**src/rtl/mcif_rd_req_split_pkg.sv**
```systemverilog
// mcif_rd_req_split_pkg: shared constants and state type for the per-port read-command splitter.
package mcif_rd_req_split_pkg;
    localparam int AXI_DATA_WIDTH = 256;
    localparam int ATOM_BYTES = AXI_DATA_WIDTH / 8;
    localparam int MAX_BURST = 16;
    localparam int LEN_W = $clog2(MAX_BURST);
    localparam int SIZE_W = 16;
    localparam int PAGE_BYTES = 4096;
    typedef enum logic {IDLE, SPLIT} state_e;
endpackage

```
**src/rtl/mcif_rd_req_split_if.sv**
```systemverilog
// mcif_rd_req_split_if: client command and arbiter burst handshakes of one splitter port.
interface mcif_rd_req_split_if;
    import mcif_rd_req_split_pkg::*;
    logic                 cmd_vld;
    logic                 cmd_rdy;
    logic [31:0]          cmd_addr;
    logic [SIZE_W-1:0]    cmd_size;
    logic                 rd_req_vld;
    logic                 rd_req_rdy;
    logic [LEN_W+31:0]    rd_req_pd;
    logic                 busy;
    logic                 cmd_done;
    modport slave (
        input  cmd_vld, cmd_addr, cmd_size, rd_req_rdy,
        output cmd_rdy, rd_req_vld, rd_req_pd, busy, cmd_done
    );
    modport master (
        output cmd_vld, cmd_addr, cmd_size, rd_req_rdy,
        input  cmd_rdy, rd_req_vld, rd_req_pd, busy, cmd_done
    );
endinterface

```
**src/rtl/mcif_rd_req_split_burst_calc.sv**
```systemverilog
// mcif_rd_req_split_burst_calc: sizes one burst from the current address and remaining atoms.
module mcif_rd_req_split_burst_calc #(
    parameter int ATOM_BYTES = mcif_rd_req_split_pkg::ATOM_BYTES,
    parameter int MAX_BURST = mcif_rd_req_split_pkg::MAX_BURST,
    parameter int LEN_W = mcif_rd_req_split_pkg::LEN_W,
    parameter int SIZE_W = mcif_rd_req_split_pkg::SIZE_W,
    parameter int PAGE_BYTES = mcif_rd_req_split_pkg::PAGE_BYTES
) (
    input  logic [31:0]       cur_addr_i,
    input  logic [SIZE_W-1:0] rem_m1_i,
    output logic [LEN_W-1:0]  len_m1_o,
    output logic [31:0]       next_addr_o,
    output logic [SIZE_W-1:0] next_rem_o,
    output logic              last_o
);
    localparam int AW = $clog2(ATOM_BYTES);
    localparam int PB = $clog2(PAGE_BYTES);
    localparam int PW = PB - AW;
    logic [SIZE_W:0] rem;
    logic [PW:0]     page_atoms;
    logic [LEN_W:0]  cap;
    logic [LEN_W:0]  n;
    // Address is atom-aligned, so the page remainder is a count of atoms, never zero.
    assign page_atoms = (PW+1)'(PAGE_BYTES / ATOM_BYTES) - {1'b0, cur_addr_i[PB-1:AW]};
    assign rem = {1'b0, rem_m1_i} + (SIZE_W+1)'(1);
    assign cap = (page_atoms < (PW+1)'(MAX_BURST)) ? page_atoms[LEN_W:0] : (LEN_W+1)'(MAX_BURST);
    assign n = (rem < (SIZE_W+1)'(cap)) ? rem[LEN_W:0] : cap;
    assign len_m1_o = LEN_W'(n - (LEN_W+1)'(1));
    assign next_addr_o = cur_addr_i + (32'(n) << AW);
    assign next_rem_o = rem_m1_i - SIZE_W'(n);
    assign last_o = rem == (SIZE_W+1)'(n);
endmodule

```
**src/rtl/mcif_rd_req_split.sv**
```systemverilog
// mcif_rd_req_split: splits one client read into page-safe bursts of at most MAX_BURST atoms.
// The output register holds the burst on offer; cur_addr/rem_m1 point at the burst after it.
module mcif_rd_req_split
    import mcif_rd_req_split_pkg::*;
(
    input  logic clk,
    input  logic rst_n,
    mcif_rd_req_split_if.slave bus
);
    state_e            state_q, state_d;
    logic [31:0]       cur_addr_q, cur_addr_d;
    logic [SIZE_W-1:0] rem_m1_q, rem_m1_d;
    logic              last_q, last_d;
    logic              vld_q, vld_d;
    logic [LEN_W+31:0] pd_q, pd_d;
    logic [31:0]       calc_addr;
    logic [SIZE_W-1:0] calc_rem;
    logic [LEN_W-1:0]  len_m1;
    logic [31:0]       next_addr;
    logic [SIZE_W-1:0] next_rem;
    logic              last;
    logic              load;

    assign calc_addr = (state_q == IDLE) ? (bus.cmd_addr & ~32'(ATOM_BYTES - 1)) : cur_addr_q;
    assign calc_rem = (state_q == IDLE) ? bus.cmd_size : rem_m1_q;

    mcif_rd_req_split_burst_calc u_calc (
        .cur_addr_i  (calc_addr),
        .rem_m1_i    (calc_rem),
        .len_m1_o    (len_m1),
        .next_addr_o (next_addr),
        .next_rem_o  (next_rem),
        .last_o      (last)
    );

    always_ff @(posedge clk or negedge rst_n) begin
        if (!rst_n) begin
            state_q    <= IDLE;
            cur_addr_q <= '0;
            rem_m1_q   <= '0;
            last_q     <= 1'b0;
            vld_q      <= 1'b0;
            pd_q       <= '0;
        end else begin
            state_q    <= state_d;
            cur_addr_q <= cur_addr_d;
            rem_m1_q   <= rem_m1_d;
            last_q     <= last_d;
            vld_q      <= vld_d;
            pd_q       <= pd_d;
        end
    end

    always_comb begin
        state_d      = state_q;
        cur_addr_d   = cur_addr_q;
        rem_m1_d     = rem_m1_q;
        last_d       = last_q;
        vld_d        = vld_q;
        pd_d         = pd_q;
        load         = 1'b0;
        bus.cmd_done = 1'b0;
        if (state_q == IDLE) begin
            load    = bus.cmd_vld;
            state_d = bus.cmd_vld ? SPLIT : IDLE;
        end else if (vld_q && bus.rd_req_rdy) begin
            bus.cmd_done = last_q;
            load         = !last_q;
            vld_d        = !last_q;
            state_d      = last_q ? IDLE : SPLIT;
        end
        if (load) begin
            vld_d      = 1'b1;
            pd_d       = {len_m1, calc_addr};
            cur_addr_d = next_addr;
            rem_m1_d   = next_rem;
            last_d     = last;
        end
    end

    assign bus.cmd_rdy    = state_q == IDLE;
    assign bus.busy       = state_q == SPLIT;
    assign bus.rd_req_vld = vld_q;
    assign bus.rd_req_pd  = pd_q;
endmodule

```
**src/flat_wrapper.sv**
```systemverilog
// flat-port wrapper written by rule: the top's interface ports become plain ports
module mcif_rd_req_split_flat import mcif_rd_req_split_pkg::*;
  (clk, rst_n, bus_cmd_vld, bus_cmd_addr, bus_cmd_size, bus_rd_req_rdy, bus_cmd_rdy, bus_rd_req_vld, bus_rd_req_pd, bus_busy, bus_cmd_done);
  mcif_rd_req_split_if bus_i ();
  input  logic clk;
  input  logic rst_n;
  input wire logic [$bits(bus_i.cmd_vld)-1:0] bus_cmd_vld;
  input wire logic [$bits(bus_i.cmd_addr)-1:0] bus_cmd_addr;
  input wire logic [$bits(bus_i.cmd_size)-1:0] bus_cmd_size;
  input wire logic [$bits(bus_i.rd_req_rdy)-1:0] bus_rd_req_rdy;
  output wire logic [$bits(bus_i.cmd_rdy)-1:0] bus_cmd_rdy;
  output wire logic [$bits(bus_i.rd_req_vld)-1:0] bus_rd_req_vld;
  output wire logic [$bits(bus_i.rd_req_pd)-1:0] bus_rd_req_pd;
  output wire logic [$bits(bus_i.busy)-1:0] bus_busy;
  output wire logic [$bits(bus_i.cmd_done)-1:0] bus_cmd_done;
  assign bus_i.cmd_vld = bus_cmd_vld;
  assign bus_i.cmd_addr = bus_cmd_addr;
  assign bus_i.cmd_size = bus_cmd_size;
  assign bus_i.rd_req_rdy = bus_rd_req_rdy;
  assign bus_cmd_rdy = bus_i.cmd_rdy;
  assign bus_rd_req_vld = bus_i.rd_req_vld;
  assign bus_rd_req_pd = bus_i.rd_req_pd;
  assign bus_busy = bus_i.busy;
  assign bus_cmd_done = bus_i.cmd_done;
  mcif_rd_req_split u_core (.clk(clk), .rst_n(rst_n), .bus(bus_i));
endmodule
```
**config.mk**
```make
export PLATFORM = sky130hd
export DESIGN_NAME = mcif_rd_req_split_flat
export DESIGN_NICKNAME = d
export VERILOG_FILES = /design/src/rtl/mcif_rd_req_split_pkg.sv /design/src/rtl/mcif_rd_req_split_if.sv /design/src/rtl/mcif_rd_req_split_burst_calc.sv /design/src/rtl/mcif_rd_req_split.sv /design/src/flat_wrapper.sv
export SDC_FILE = /design/constraint.sdc
export NUM_CORES = 1
export LEC_CHECK = 0
export BUFFER_PORTS_ARGS = -buffer_cell sky130_fd_sc_hd__clkbuf_2
export CORE_MARGIN = 3
export CORE_UTILIZATION = 50
export DETAILED_ROUTE_END_ITERATION = 8
export PLACE_DENSITY = 0.8
export SLEW_MARGIN = 20
export SYNTH_ARGS = -nofsm -noshare
export SYNTH_HDL_FRONTEND = slang
export SYNTH_SLANG_ARGS = --single-unit
```
**constraint.sdc**
```tcl
create_clock -name clk -period 14.45 [get_ports clk]
set_clock_uncertainty 0.05 [all_clocks]
set_input_delay 2.1675 -clock clk [delete_from_list [all_inputs] [get_ports clk]]
set_output_delay 2.1675 -clock clk [all_outputs]
set_load 0.02 [all_outputs]
```
* After elaboration in Yosys (flattened, before gate mapping)
Cells that the tools add are included.
** Cells by class
- Add/subtract/negate cells :: 5
- $lt $le $gt $ge :: 2
- Equal/unequal tests :: 1
- Muxes and demuxes :: 15
- Bitwise logic cells :: 1
- Reduce and logical (&&, ||, !) cells :: 5
** Operators with widths (number)
- 32-bit by 10-bit adder with 32-bit output :: 1
- 32-bit two-way mux :: 1
- 16-bit by 1-bit adder with 17-bit output, second input constant :: 1
- 17-bit by 5-bit equality test with 1-bit output :: 1
- 17-bit by 5-bit less-than comparator with 1-bit output :: 1
- 16-bit two-way mux :: 1
- 16-bit by 5-bit subtractor with 16-bit output :: 1
- 1-bit two-way mux :: 11
- 5-bit two-way mux :: 2
- 8-bit by 5-bit less-than comparator with 1-bit output, second input constant :: 1
- 8-bit by 7-bit subtractor with 8-bit output, first input constant :: 1
- 2-bit nonzero test :: 2
- 4-bit by 1-bit subtractor with 4-bit output, second input constant :: 1
- 2-bit AND reduction :: 1
- 1-bit logical AND :: 1
- 1-bit logical NOT :: 1
- 1-bit NOT :: 1
** Storage, ports and cells
- Register bits after elaboration :: 87
- Word-level logic and storage cells :: 35

* Logic depth before layout (Yosys ltp)
- Depth in word-level cells :: 7
- Depth in mapped cells :: 34
- Gate-level depth less buffers :: 27

* Modules after synthesis
Synthesis repeated with hierarchy kept, for this count alone.
** Second synthesis, totals
- Cells, all modules :: 528
- Area, all modules :: 6043.3 um^2
** By module, submodules not included
- mcif_rd_req_split :: instances 1, cells each 248, area an instance 4131.5 um^2, sequential area each 2177.1 um^2
- mcif_rd_req_split_burst_calc :: instances 1, cells each 280, area an instance 1911.8 um^2, sequential area each 0.0 um^2

* Least setup slack after synthesis
OpenSTA, ideal clock, no wires.
- Kind :: in2reg
- From :: in bus_cmd_addr[6]
- To :: reg u_core.cur_addr_q[27]
- Setup time :: 139 ps
- Arrival :: 7331 ps
- Required time :: 14261 ps
- Path slack :: 6931 ps
- Cell stages on the path :: 28
- Cells stage by stage :: mux2_2 inv_1 ha_1 nor4b_1 nor3_1 nand2b_1 nor3_2 and2_0 inv_1 ha_1 nand2_1 o21ai_0 nand4bb_1 o21ai_0 nor4bb_1 buf_4 buf_4 nor2_1 a21oi_1 inv_1 ha_1 o21ai_0 nor3_1 a31oi_1 a2111oi_2 mux2i_1 o2bb2ai_1 a21oi_1
** On the way
- Longest elaborated chain between the ends :: 7
** RTL lines
- start, declared :: line flat_wrapper.sv:8 : input wire logic [$bits(bus_i.cmd_addr)-1:0] bus_cmd_addr;
- 32-bit two-way mux * :: line mcif_rd_req_split.sv:24 : assign calc_addr = (state_q == IDLE) ? (bus.cmd_addr & ~32'(ATOM_BYTES - 1)) : cur_addr_q;
- 8-bit by 7-bit subtractor with 8-bit output :: line mcif_rd_req_split_burst_calc.sv:24 : assign page_atoms = (PW+1)'(PAGE_BYTES / ATOM_BYTES) - {1'b0, cur_addr_i[PB-1:AW]};
- 8-bit by 5-bit less-than comparator with 1-bit output :: line mcif_rd_req_split_burst_calc.sv:26 : assign cap = (page_atoms < (PW+1)'(MAX_BURST)) ? page_atoms[LEN_W:0] : (LEN_W+1)'(MAX_BURST);
- 5-bit two-way mux :: line mcif_rd_req_split_burst_calc.sv:26
- 17-bit by 5-bit less-than comparator with 1-bit output :: line mcif_rd_req_split_burst_calc.sv:27 : assign n = (rem < (SIZE_W+1)'(cap)) ? rem[LEN_W:0] : cap;
- 5-bit two-way mux :: line mcif_rd_req_split_burst_calc.sv:27
- 32-bit by 10-bit adder with 32-bit output * :: line mcif_rd_req_split_burst_calc.sv:29 : assign next_addr_o = cur_addr_i + (32'(n) << AW);
- end signal, assigned :: line mcif_rd_req_split.sv:46 : cur_addr_q <= cur_addr_d;
- end, declared :: line mcif_rd_req_split.sv:11 : logic [31:0] cur_addr_q, cur_addr_d;
Mark *: on every way between the ends. The rest lies on a longest branch, timed or not.
A chain may end at the register's enable or synchronous reset.

* Worst setup path after layout
Ends and elaborated chain as after synthesis.

==> reports/metrics.cfg <==
[critical_path]
critical_path_arrival_ns=9.03
cp-end-kind=register
crit_top_cell=o21ai_0
cpMaxStageDelayCell=nor3_1
crit_family=simple AND/OR/NAND/NOR gates
cp-start-kind=input pin
path_class=input pin to register
worstPathMaxFanout=9
critPathRequiredTime_ns=14.62
crit_path_max_incr_delay_ns=0.67
crit_buf_inv=4

[synthesis]
yosys-top-cells-count=nor2_1, dfrtp_1, nand2_1
synthTopCellsByArea=dfrtp_1, mux2i_1, nor2_1, a21oi_1, xnor2_1
synth.avg_cell_area_um2=8.430
synth_warnings=0
synth-async-reset-ratio_pct=100.0
yosysSeqAreaShare_pct=32.47
synth-edff-count=0
ys.flop_type=dfrtp_1
synth.most_common_cell=nor2_1
synth_area_leader_cell=dfrtp_1
synth_cell_types=73
syn_area_um2=5934
yosys.area.top_type_share_pct=32.47
ys_ff_latch=77
netlist_instances=704

[floorplan]
start_util_pct=51.53
num_rows=39
dieArea_um2=13210
core_area_um2=11520
io-pin-count=92
chipWidth_um=114.9
fp.dieH_um=114.9

[drt]
drcViolationCount=0
drtPass1Iterations=5
avgViaCountPerCell=5.967
drt.antenna.violating_nets=0
drtIter0Drc=503
drt_wl_total_um=15330
num_vias=5430
wl_per_cell_um=16.84

[final_layout]
nets=830
final_area_um2=6693
diodes=0
fillers=1043
final_layout_size_suffix_gt1_share_pct=17.99
area_growth_pct=12.78

[place]
place.gp.congestion=0.8419
place_ws_ns=5.575
io_buffers=81
dpl_cell_area_um2=6380
post-dp-hpwl_um=10670

[global_route]
grt_antenna_before_repair=0
grt_usage_pct=23.60
grt_max_degree=84
first_global_vias=5101
overflow=0
grt_pass1_wl_um=25140

[pwr]
peakVddDrop_v=0.00008771
pwr-share-seq_pct=27.9
p_int_uw=623.9
swShare_pct=43.17
pwr-share-comb_pct=51.6
leakagePower_nw=2.958
p_per_area_nw_per_um2=164.1
pwr-share-clk_pct=20.5
power.switching_uw=474.0

[clocking]
clock_path_buffers=2
postCtsSetupBuffers=0
cts_num_sinks=77
cts.htree.levels=3
cts_root_buf=clkbuf_16
cts_tree=done
cts.clk_slew.worst_paths_ns=0.06
cts_buffers=9
clock_latency_ns=0.34
cts_repair_resize_count=0
hold_buffers=0

[timing]
hold_viol=0
relSlewSlack_pct=41.59
max_slew.worst_pin.slew_ns=0.8762
tns_ns=0
max_freq_mhz=112.8
rsz0062_at_grt=false
setup_ws_ns=5.587
finalCriticalPeriod_ns=8.863
drv_slew=0
post-route-period-util_pct=61.33
finalSetupViolCount=0

[flow_run]
maxCapViolations=0

[outcome]
status=finished clean

[min_path]
hp-class=register to register

==> registers in the layout, summed over array words and instances, names as in the netlist <==
register,flops
u_core.bus.rd_req_pd,31
u_core.bus.rd_req_vld,1
u_core.rem_m1_q,16
u_core.bus.busy,1
u_core.last_q,1
u_core.cur_addr_q,27
==> worst reg2reg max path: stages, from the launching register on <==
cell and delay (ns):
dfrtp_4 0.71, buf_4 0.80, mux2_2 0.52, inv_1 0.15
ha_1 0.22, nor4b_1 0.53, nor3_1 0.16, nor3_1 0.67
inv_1 0.14, ha_1 0.33, a21oi_1 0.14, o21ai_0 0.13
nand4bb_1 0.19, o21ai_0 0.29, nor4bb_2 0.65, buf_4 0.32
o21ai_0 0.15, ha_1 0.40, o21a_1 0.13, o21ai_0 0.15
nor3_1 0.25, nand4_1 0.41, a2111oi_2 0.60, mux2i_1 0.25
o2bb2ai_1 0.13, a21oi_1 0.06
==> cells in the final DEF, fill, tap and decap left out, types with 4 or more instances in the layout <==
cell / instances
nor2_1: 83
clkbuf_2: 80
dfrtp_1: 76
nand2_1: 56
a21oi_1: 56
mux2i_1: 42
o21ai_0: 30
xnor2_1: 29
nor3_1: 25
nand3_1: 24
inv_1: 23
xor2_1: 22
ha_1: 15
mux2_2: 14
a211oi_1: 12
nand2b_1: 11
nor2b_1: 10
a32oi_1: 9
a221oi_1: 9
clkbuf_16: 9
nor4_1: 7
nand4_1: 6
or2_2: 6
or3_1: 6
o21a_1: 6
buf_4: 6
and3_1: 5
conb_1: 5
a31oi_1: 4
o22ai_1: 4
a21o_1: 4
o21ai_1: 4
==> cell type report <==
cell class	count	area [µm²]	share of cell area, %
Clock inverter	2	35.03	0.5235
Tap cell	143	178.9	2.673
Inverter	25	93.84	1.402
Clock buffer	13	250.2	3.739
Timing Repair Buffer	87	473.0	7.067
Sequential cell	77	1931	28.85
Multi-Input combinational cell	563	3731	55.75
==> per-stage QoR <==
step / util [%] / hold slack (ns) / power (mW) / cells
global route: 58.12 / 0.4488 / 1.174 / 910
finish: 58.12 / 0.4309 / 1.098 / 910
floorplan: - / 0.4063 / 0.7277 / 708
global placement: 55.40 / 0.4143 / 0.8483 / 894
detailed placement: 55.40 / 0.4247 / 0.8622 / 894
CTS: 57.88 / 0.4410 / 1.094 / 909
==> power groups by stage <==
| stage | sequential (mW) | clock (mW) | combinational [mW] |
|---|---|---|---|
| global route | 0.314 | 0.237 | 0.623 |
| global placement | 0.307 | 0 | 0.541 |
| floorplan | 0.339 | 0 | 0.389 |
| detailed placement | 0.310 | 0 | 0.552 |
| CTS | 0.306 | 0.226 | 0.561 |
| finish | 0.307 | 0.225 | 0.567 |
==> routing by layer <==
| metal | track usage (%) | wire length (µm) |
|---|---|---|
| met4 | 7.903 | 323 |
| met5 | 0 | 0 |
| met1 | 33.13 | 7024 |
| met2 | 36.69 | 7152 |
| met3 | 4.526 | 827 |
==> cells by family (layout without fill, tap and decap cells) <==
logic type,Yosys count,after routing,share of synthesized area [%]
fa+ha+maj,16,16,3.352
compound gates,171,171,19.14
buf+inv,68,127,5.228
flops,77,77,32.47
other cells,1,5,0.06319
simple gates,261,261,21.61
xor+xnor,51,51,7.527
mux,59,59,10.60
==> worst paths after layout <==
kind / startpoint / end / slack, ns / cells past startpoint
worst max-delay path: bus_cmd_addr[6] / u_core.cur_addr_q[27]$_DFFE_PN0P_ / 5.59 / 25
max in group asynchronous: rst_n / u_core.rem_m1_q[9]$_DFFE_PN0P_ / 11.69 / 2
worst min-delay path: u_core.bus.rd_req_pd[21]$_DFFE_PN0P_ / u_core.bus.rd_req_pd[21]$_DFFE_PN0P_ / 0.43 / 2
worst min register to register: u_core.bus.rd_req_pd[21]$_DFFE_PN0P_ / u_core.bus.rd_req_pd[21]$_DFFE_PN0P_ / 0.43 / 2
min in group asynchronous: rst_n / u_core.bus.rd_req_pd[26]$_DFFE_PN0P_ / 1.70 / 1
worst max register to register: u_core.bus.busy$_DFF_PN0_ / u_core.cur_addr_q[27]$_DFFE_PN0P_ / 5.80 / 25
Note: power is estimated with default switching activity, not from simulation.
